File: config.mk
export PLATFORM = sky130hd
export DESIGN_NAME = day_10_parser
export DESIGN_NICKNAME = d
export VERILOG_FILES = /design/src/rtl/day_10_parser.sv
export SDC_FILE = /design/constraint.sdc
export NUM_CORES = 2
export LEC_CHECK = 0
export ABC_AREA = 1
export BUFFER_PORTS_ARGS = -buffer_cell sky130_fd_sc_hd__clkbuf_2
export CAP_MARGIN = 10
export CORE_MARGIN = 1
export CORE_UTILIZATION = 55
export CTS_CLUSTER_DIAMETER = 40
export DETAILED_ROUTE_END_ITERATION = 8
export GPL_TIMING_DRIVEN = 0
export HOLD_SLACK_MARGIN = 0.1
export PLACE_DENSITY = 0.76
export SYNTH_ARGS = -nofsm -noshare
export SYNTH_HDL_FRONTEND = slang
export SYNTH_SLANG_ARGS = --single-unit
export TNS_END_PERCENT = 10
File: constraint.sdc
create_clock -name clk -period 34.1 [get_ports clk]
set_clock_uncertainty 0.05 [all_clocks]
set_input_delay 1.705 -clock clk [delete_from_list [all_inputs] [get_ports clk]]
set_output_delay 1.705 -clock clk [all_outputs]
set_load 0.1 [all_outputs]
File: src/rtl/day_10_parser.sv
// Byte-stream parser for "[lights] (buttons)... {joltages}" machine description lines.
// Each well-formed line becomes one record held in a single-entry valid/ready output buffer.
module day_10_parser #(
  parameter int unsigned MAX_BUTTONS  = 6,
  parameter int unsigned MAX_JOLTAGES = 6,
  parameter int unsigned DATA_WIDTH   = 32
) (
  input  logic                               clk,
  input  logic                               rst,
  input  logic                               in_valid,
  input  logic [7:0]                         in_data,
  output logic                               in_ready,
  output logic                               out_valid,
  input  logic                               out_ready,
  output logic [DATA_WIDTH-1:0]              out_config,
  output logic [MAX_JOLTAGES-1:0]            out_lights,
  output logic [MAX_BUTTONS*DATA_WIDTH-1:0]  out_buttons,
  output logic [MAX_JOLTAGES*DATA_WIDTH-1:0] out_joltages,
  output logic [15:0]                        machine_count,
  output logic                               parse_error
);
  localparam int unsigned LW = $clog2(MAX_JOLTAGES + 1);
  localparam int unsigned BW = $clog2(MAX_BUTTONS + 1);

  localparam logic [7:0] C_LF    = 8'h0A;
  localparam logic [7:0] C_CR    = 8'h0D;
  localparam logic [7:0] C_SP    = 8'h20;
  localparam logic [7:0] C_LBRK  = "[";
  localparam logic [7:0] C_RBRK  = "]";
  localparam logic [7:0] C_HASH  = "#";
  localparam logic [7:0] C_DOT   = ".";
  localparam logic [7:0] C_LPAR  = "(";
  localparam logic [7:0] C_RPAR  = ")";
  localparam logic [7:0] C_LBRC  = "{";
  localparam logic [7:0] C_RBRC  = "}";
  localparam logic [7:0] C_COMMA = ",";
  localparam logic [7:0] C_ZERO  = "0";
  localparam logic [7:0] C_NINE  = "9";

  typedef enum logic [2:0] {
    LINE_START, LIGHTS, SEEK, BUTTON, JOLT, EMIT, SKIP
  } state_t;

  state_t r_state, w_next_state;

  logic [LW-1:0]                          r_nlights, r_njolts;
  logic [BW-1:0]                          r_nbuttons;
  logic [DATA_WIDTH-1:0]                  r_acc;
  logic                                   r_have_digit, r_closed;
  logic [MAX_JOLTAGES-1:0]                r_lights;
  logic [MAX_BUTTONS-1:0][DATA_WIDTH-1:0] r_buttons;
  logic [MAX_JOLTAGES-1:0][DATA_WIDTH-1:0] r_jolts;

  logic                                    r_out_valid;
  logic [DATA_WIDTH-1:0]                   r_out_config;
  logic [MAX_JOLTAGES-1:0]                 r_out_lights;
  logic [MAX_BUTTONS-1:0][DATA_WIDTH-1:0]  r_out_buttons;
  logic [MAX_JOLTAGES-1:0][DATA_WIDTH-1:0] r_out_jolts;
  logic [15:0]                             r_count;
  logic                                    r_parse_error;

  logic                    w_accept, w_ws, w_is_digit, w_done;
  logic [DATA_WIDTH-1:0]   w_acc_next, w_btn_mask;
  logic [MAX_JOLTAGES-1:0] w_light_mask;
  logic w_err, w_light_wr, w_digit_wr, w_btn_bit, w_btn_close, w_jolt_wr, w_close, w_emit, w_clear;

  assign w_accept     = in_valid && !r_out_valid;
  assign w_ws         = (in_data == C_SP) || (in_data == C_CR);
  assign w_is_digit   = (in_data >= C_ZERO) && (in_data <= C_NINE);
  assign w_done       = r_out_valid && out_ready;
  assign w_acc_next   = (r_acc << 3) + (r_acc << 1) + DATA_WIDTH'(in_data - C_ZERO);
  assign w_btn_mask   = DATA_WIDTH'(1) << r_acc;
  assign w_light_mask = MAX_JOLTAGES'(1) << r_nlights;

  always_ff @(posedge clk or posedge rst) begin
    if (rst) r_state <= LINE_START;
    else     r_state <= w_next_state;
  end

  // Next state plus one-cycle datapath strobes for the accepted byte.
  always_comb begin
    w_next_state = r_state;
    w_err        = 1'b0;
    w_light_wr   = 1'b0;
    w_digit_wr   = 1'b0;
    w_btn_bit    = 1'b0;
    w_btn_close  = 1'b0;
    w_jolt_wr    = 1'b0;
    w_close      = 1'b0;
    w_emit       = 1'b0;
    if (r_state == EMIT) begin
      if (w_done) w_next_state = LINE_START;
    end else if (w_accept && !w_ws) begin
      case (r_state)
        LINE_START: begin
          if (in_data == C_LBRK)    w_next_state = LIGHTS;
          else if (in_data != C_LF) w_err = 1'b1;
        end
        LIGHTS: begin
          if ((in_data == C_HASH) || (in_data == C_DOT)) begin
            if (r_nlights == LW'(MAX_JOLTAGES)) w_err = 1'b1;
            else                                w_light_wr = 1'b1;
          end else if (in_data == C_RBRK) begin
            w_next_state = SEEK;
          end else begin
            w_err = 1'b1;
          end
        end
        SEEK: begin
          if (in_data == C_LPAR) begin
            if (r_nbuttons == BW'(MAX_BUTTONS)) w_err = 1'b1;
            else                                w_next_state = BUTTON;
          end else if (in_data == C_LBRC) begin
            w_next_state = JOLT;
          end else begin
            w_err = 1'b1;
          end
        end
        BUTTON: begin
          if (w_is_digit) begin
            w_digit_wr = 1'b1;
          end else if ((in_data == C_COMMA) || (in_data == C_RPAR)) begin
            if (!r_have_digit || (r_acc >= DATA_WIDTH'(r_nlights))) begin
              w_err = 1'b1;
            end else begin
              w_btn_bit = 1'b1;
              if (in_data == C_RPAR) begin
                w_btn_close  = 1'b1;
                w_next_state = SEEK;
              end
            end
          end else begin
            w_err = 1'b1;
          end
        end
        JOLT: begin
          if (r_closed) begin
            if (in_data == C_LF) begin
              w_emit       = 1'b1;
              w_next_state = EMIT;
            end else begin
              w_err = 1'b1;
            end
          end else if (w_is_digit) begin
            w_digit_wr = 1'b1;
          end else if ((in_data == C_COMMA) || (in_data == C_RBRC)) begin
            if (!r_have_digit || (r_njolts == LW'(MAX_JOLTAGES))) begin
              w_err = 1'b1;
            end else begin
              w_jolt_wr = 1'b1;
              if (in_data == C_RBRC) begin
                if ((r_njolts + LW'(1)) != r_nlights) w_err = 1'b1;
                else                                 w_close = 1'b1;
              end
            end
          end else begin
            w_err = 1'b1;
          end
        end
        SKIP: begin
          if (in_data == C_LF) w_next_state = LINE_START;
        end
        default: w_next_state = LINE_START;
      endcase
      // A newline that is itself the bad byte already ends the line.
      if (w_err) w_next_state = (in_data == C_LF) ? LINE_START : SKIP;
    end
    w_clear = (w_next_state == LINE_START);
  end

  // Per-line accumulators, wiped on every entry into LINE_START.
  always_ff @(posedge clk or posedge rst) begin
    if (rst) begin
      r_nlights    <= '0;
      r_njolts     <= '0;
      r_nbuttons   <= '0;
      r_acc        <= '0;
      r_have_digit <= 1'b0;
      r_closed     <= 1'b0;
      r_lights     <= '0;
      r_buttons    <= '0;
      r_jolts      <= '0;
    end else if (w_clear) begin
      r_nlights    <= '0;
      r_njolts     <= '0;
      r_nbuttons   <= '0;
      r_acc        <= '0;
      r_have_digit <= 1'b0;
      r_closed     <= 1'b0;
      r_lights     <= '0;
      r_buttons    <= '0;
      r_jolts      <= '0;
    end else begin
      if (w_light_wr) begin
        r_lights  <= (in_data == C_HASH) ? (r_lights | w_light_mask) : (r_lights & ~w_light_mask);
        r_nlights <= r_nlights + LW'(1);
      end
      if (w_digit_wr) begin
        r_acc        <= w_acc_next;
        r_have_digit <= 1'b1;
      end
      if (w_btn_bit) begin
        r_buttons[r_nbuttons] <= r_buttons[r_nbuttons] | w_btn_mask;
        r_acc                 <= '0;
        r_have_digit          <= 1'b0;
      end
      if (w_btn_close) r_nbuttons <= r_nbuttons + BW'(1);
      if (w_jolt_wr) begin
        r_jolts[r_njolts] <= r_acc;
        r_njolts          <= r_njolts + LW'(1);
        r_acc             <= '0;
        r_have_digit      <= 1'b0;
      end
      if (w_close) r_closed <= 1'b1;
    end
  end

  // Single-entry output buffer, record counter and sticky error flag.
  always_ff @(posedge clk or posedge rst) begin
    if (rst) begin
      r_out_valid   <= 1'b0;
      r_out_config  <= '0;
      r_out_lights  <= '0;
      r_out_buttons <= '0;
      r_out_jolts   <= '0;
      r_count       <= '0;
      r_parse_error <= 1'b0;
    end else begin
      if (w_emit) begin
        r_out_valid   <= 1'b1;
        r_out_config  <= DATA_WIDTH'({16'(r_nbuttons), 16'(r_nlights)});
        r_out_lights  <= r_lights;
        r_out_buttons <= r_buttons;
        r_out_jolts   <= r_jolts;
      end else if (w_done) begin
        r_out_valid <= 1'b0;
        r_count     <= r_count + 16'd1;
      end
      if (w_err) r_parse_error <= 1'b1;
    end
  end

  assign in_ready      = !r_out_valid;
  assign out_valid     = r_out_valid;
  assign out_config    = r_out_config;
  assign out_lights    = r_out_lights;
  assign out_buttons   = r_out_buttons;
  assign out_joltages  = r_out_jolts;
  assign machine_count = r_count;
  assign parse_error   = r_parse_error;

endmodule
# --- Word-level counts from Yosys, hierarchy flattened ---
# Cells that the tools add are included.
totals:
  regBits: 850
  input_bits: 12
  word_cells: 225
op_classes:
  shifts: 2
  mux: 119
  addsub: 7
  reduce_logical: 25
  magnitude_cmp: 7
  bitwise: 5
  n_eq_ne: 23
ops:
  columns: ["cell", "n"]
  rows:
  - ["192-bit 2-to-1 mux", 4]
  - ["192-bit bitwise mux", 2]
  - ["32-bit 2-to-1 mux", 7]
  - ["32-bit demux with 3-bit select", 2]
  - ["32-bit binary-select mux with 3-bit select", 1]
  - ["1-bit 2-to-1 mux", 73]
  - ["3-bit 2-to-1 mux", 24]
  - ["32-bit adder", 2]
  - ["8-bit by 6-bit equality test with 1-bit output, second input constant", 6]
  - ["8-bit by 7-bit equality test with 1-bit output, second input constant", 4]
  - ["32-bit by 3-bit >= comparator with 1-bit output", 1]
  - ["32-bit bitwise OR", 1]
  - ["1-bit by 32-bit left shift with 32-bit output, first input constant", 1]
  - ["3-bit equality test, second input constant", 6]
  - ["6-bit 2-to-1 mux", 3]
  - ["3-bit case mux with 6 select lines", 1]
  - ["16-bit by 1-bit adder with 16-bit output, second input constant", 1]
  - ["8-bit by 4-bit equality test with 1-bit output, second input constant", 2]
  - ["2-bit nonzero test", 6]
  - ["3-bit by 1-bit adder with 3-bit output, second input constant", 3]
  - ["8-bit by 6-bit subtractor with 9-bit output, second input constant", 1]
  - ["8-bit by 6-bit >= comparator with 1-bit output, second input constant", 1]
  - ["8-bit by 6-bit less-or-equal comparator with 1-bit output, second input constant", 1]
  - ["3-bit by 4-bit < comparator with 1-bit output, second input constant", 2]
  - ["18 further kinds", 33]

# --- Depth between registers and ports, before layout ---
depth:
  ltp_word: 16
  ltp_mapped: 22
  depth_no_buf: 21

# --- Worst setup path before layout ---
# Ideal clock, no wire load.
synth_path:
  path_kind: "input -> register"
  start: "input in_data[4]"
  end: "register r_acc[23]"
  slack_ns: 28.376
  stages: 15
  setup_time_ns: 0.121
  required_ns: 33.929
  arrival_ns: 5.553
  path_buffers: 0
  cell_sequence: "ha_1 -> nor2_1 -> fa_1 -> ha_1 -> a21oi_1 -> o21ai_0 -> a21oi_1 -> nand2_1 -> a21oi_1 -> o21ai_0 -> or2_2 -> nand3_1 -> o21ai_0 -> inv_1 -> nor2_1"
synth_between:
  elab_chain_len: 14
synth_rtl:
  columns: ["element", "line_no", "text"]
  rows:
  - ["from (decl)", "11", "input logic [7:0] in_data,"]
  - ["parallel branches: the longest is 14 deep, another holds 32-bit adder", null, null]
  - ["to (signal assigned)", "199", "r_acc <= w_acc_next;"]
  - ["to (decl)", "48", "logic [DATA_WIDTH-1:0] r_acc;"]
# Parallel ways; which one is timed is not known. The select of a mux whose other input is x is not followed.
# A chain may end at the register's enable or synchronous reset.

# --- Worst setup path in the final report ---
# Ends and elaborated chain as after synthesis.

==> results_dict.tcl <==
set metrics [dict create \
    finalWirelength_um 106000 \
    wl_per_cell_um 20.8 \
    grt_pass1_vias 28200 \
    boundaryPins 453 \
    io_buffer_count 426 \
    grt_max_degree 134 \
    die_area_mm2 0.0672 \
    cap_violations 0 \
    cp_max_fo 24 \
    antenna_found_initial 5 \
    whs_path_depth 1 \
    crit_path_start_kind "input port" \
    syn_area_mm2 0.0364 \
    cts.sinks 850 \
    finalHoldViolCount 0 \
    cp_slowest_cell "nor2_4" \
    routed_via_density 5.55 \
    grt_pass1_wl_um 163000 \
    yosysWarnings 0 \
    syn_to_final_growth_pct 20.3 \
    met2_length_um 49800 \
    worst_pin_slew_ns 1.25 \
    drt_iter0_markers 2792 \
    setup_tns_ns 0 \
    gp_congestion 0.971 \
    routed.top_layer "met5" \
    drtPass1Iterations 5 \
    period_needed_ns 4.97 \
    wl_met1_um 43900 \
    fillers 4859 \
    h-tree-depth 3 \
    arrival_ns 5.47 \
    drtAntennaViolNets 0 \
    fmax_mhz 201 \
    routed-wl-met3_um 8390 \
    run_status "completed" \
    slew_headroom_pct 16.4 \
    clk_pin_slew_worst_paths_ns 0.05 \
    leakage_nw 22.0 \
    yosysUniqueCellTypes 57 \
    insertion_delay_ns 0.68 \
    die_w_um 259 \
    hold_class "reg -> reg" \
    rsz0062_at_grt "false" \
    syn-mean-instance-area_um2 10.1 \
    diodes 0 \
    layout.nets 4250 \
    dominantRegCellSynth "dfrtp_1" \
    cts_resized 0 \
    timing.final.crit_share_pct 14.6 \
    ys_seq_elements 850 \
    overflow 0 \
    cts-root-buf "clkbuf_16" \
    worst_r2r_path_depth 17 \
    ir_worst_vdd_uv 52.3 \
    cp-end-kind "register" \
    dp_hpwl_um 76000 \
    fp-row-count 93 \
    crit_chain "clkbuf_2, ha_1, nor2_4, fa_1, ha_1, a21oi_1, o21ai_0, a21oi_1, nand2_1, a21oi_1, o21ai_0, or2_2, nand3_1, o21ai_0, inv_1, nor2_1" \
    floorplan.core_area_mm2 0.0649 \
    dp_cells 4903 \
    cts-buffers-inserted 109 \
    cts_buffer_depth 3 \
    setup-violations-final 0 \
    cp.required_ns 34.60 \
    synth_edf_count 0 \
    synth_cells 3586 \
    start_util_pct 56.0 \
    final_cells 5106 \
    cts_tree "built" \
    post_cts_buffers 0 \
    async_flop_share_pct 100 \
    drc_errors 0 \
    dieHeight_um 259 \
    dr_total_vias 28300 \
    grt_usage_pct 31.7 \
    drive_above_1_share_pct 24.7 \
    worst-setup-path-type "in -> reg" \
    p_per_area_mw_per_mm2 69.9 \
    drv_slew 0 \
    cpPeakStageDelay_ns 0.74 \
    cts_hold_buf 0 \
    ys_seq_area_share_pct 58.5 \
]
-- sequential cells by signal, summed over array words and instances (netlist names), 3 cells and up --
name / flops
machine_count: 16
out_buttons: 192
out_config: 6
out_joltages: 192
out_lights: 6
r_acc: 32
r_buttons: 192
r_jolts: 192
r_lights: 6
r_nbuttons: 3
r_njolts: 3
r_nlights: 3
r_state: 3
-- cell usage in the layout, fill, tap and decap left out, types with 106 or more instances in the layout --
cell type  Yosys  final
dfrtp_1      850    850
clkbuf_16      0    110
nand2_1      654    654
nand4_1      116    116
mux2_2       227    227
clkbuf_1      91    106
clkbuf_2       0    428
o21ai_0      231    231
inv_1        306    305
nor2_1       280    279
a21oi_1      310    310
-- report_power, final --
part | switching, mW | internal, mW
clock | 0.463 | 0.725
combinational | 0.508 | 0.197
sequential | 0.0766 | 1.09
-- cells in the mapped netlist, types with 2 or more instances --
library cell    n  area share, %
nor3_1         29           0.40
nor2_4          2          0.062
nand4_1       116            2.0
buf_4          67            1.4
nand3_1        55           0.76
a21oi_1       310            4.3
xnor2_1        10           0.24
or2_1          20           0.34
fa_1           29            1.6
nor3_2          2          0.055
a211o_1         2          0.048
or2_2          50           0.86
mux2_2        227            7.0
o41ai_1         6           0.14
buf_6           5           0.15
nand4_4         2           0.12
o211ai_1        5           0.10
a21oi_2         3          0.072
clkinv_1        5          0.052
clkbuf_1       91           0.94
a21o_1          7           0.14
nand2_1       654            6.7
o22ai_1        14           0.24
buf_2          38           0.52
nor2_2          3          0.052
buf_1           6          0.062
nor4_4          2           0.12
o21a_1          2          0.041
or2_0          36           0.62
inv_1         306            3.2
o21ai_0       231            3.2
o2111ai_1       3          0.072
a31oi_1         2          0.034
nor3b_1         4          0.083
nand3b_1        3          0.062
nor2_1        280            2.9
xor2_1         22           0.53
nand2_2         7           0.12
ha_1           48            1.7
inv_2           9          0.093
nor4_1          8           0.14
dfrtp_1       850             58
-- worst max-delay path: cells and delay by family --
kind / cells / cell delay [ns]
buffers and inverters: 2 / 0.18
AO/OA/AOI/OAI: 6 / 1.05
adder cells (fa/ha/maj): 3 / 1.24
AND/OR/NAND/NOR: 5 / 1.28
-- per-layer routing --
metal  GRT usage (%)  up-vias
met5               0        -
met4            13.6        8
met3            7.45      229
met2            49.6     1087
met1            42.5    14100
li1                -    12900
-- final cells by class --
type	count	area, µm²	area share [%]
Timing Repair Buffer	439	2360	5.40
Tap cell	855	1070	2.44
Sequential cell	850	21300	48.6
Clock buffer	144	3070	7.02
Clock inverter	57	767	1.75
Multi-Input combinational cell	2234	12900	29.5
Buffer	207	1110	2.54
Inverter	320	1210	2.76
-- final timing paths --
kind / startpoint / to / slack [ns]
worst max-delay path: in_data[4] / r_acc[23] / 29.13
worst min-delay path: parse_error / parse_error / 0.42
worst max register to register: r_acc[2] / r_acc[16] / 29.14
worst min register to register: parse_error / parse_error / 0.42
max in group asynchronous: rst / r_buttons[130] / 30.92
min in group asynchronous: rst / out_buttons[180] / 1.11
-- through the flow --
stage / total power, mW / worst slack [ns] / hold WS, ns / cell area (µm²) / utilization [%]
5_1_grt: 3.19 / 28.85 / 0.441 / 43800 / 67.4
3_5_place_dp: 1.87 / 28.49 / 0.400 / 39900 / 61.5
3_3_place_gp: 1.85 / 0.160 / 0.392 / 39700 / 61.1
2_1_floorplan: 1.63 / 8.46 / 0.407 / 36500 / -
4_1_cts: 3.06 / 29.19 / 0.421 / 43800 / 67.4
6_report: 3.06 / 29.13 / 0.415 / 43800 / 67.4
-- cells by family (layout without fill, tap and decap cells) --
logic type	Yosys count	after routing	synth area share, %
adder cells (fa/ha/maj)	77	77	3.25
flip-flops	850	850	58.5
buffers and inverters	527	1167	6.36
AND/OR/NAND/NOR	1278	1278	15.6
XOR/XNOR	32	32	0.770
AO/OA/AOI/OAI	594	594	8.54
multiplexers	227	227	7.03
other	1	26	0.0103
(Power assumes the default switching activity.)
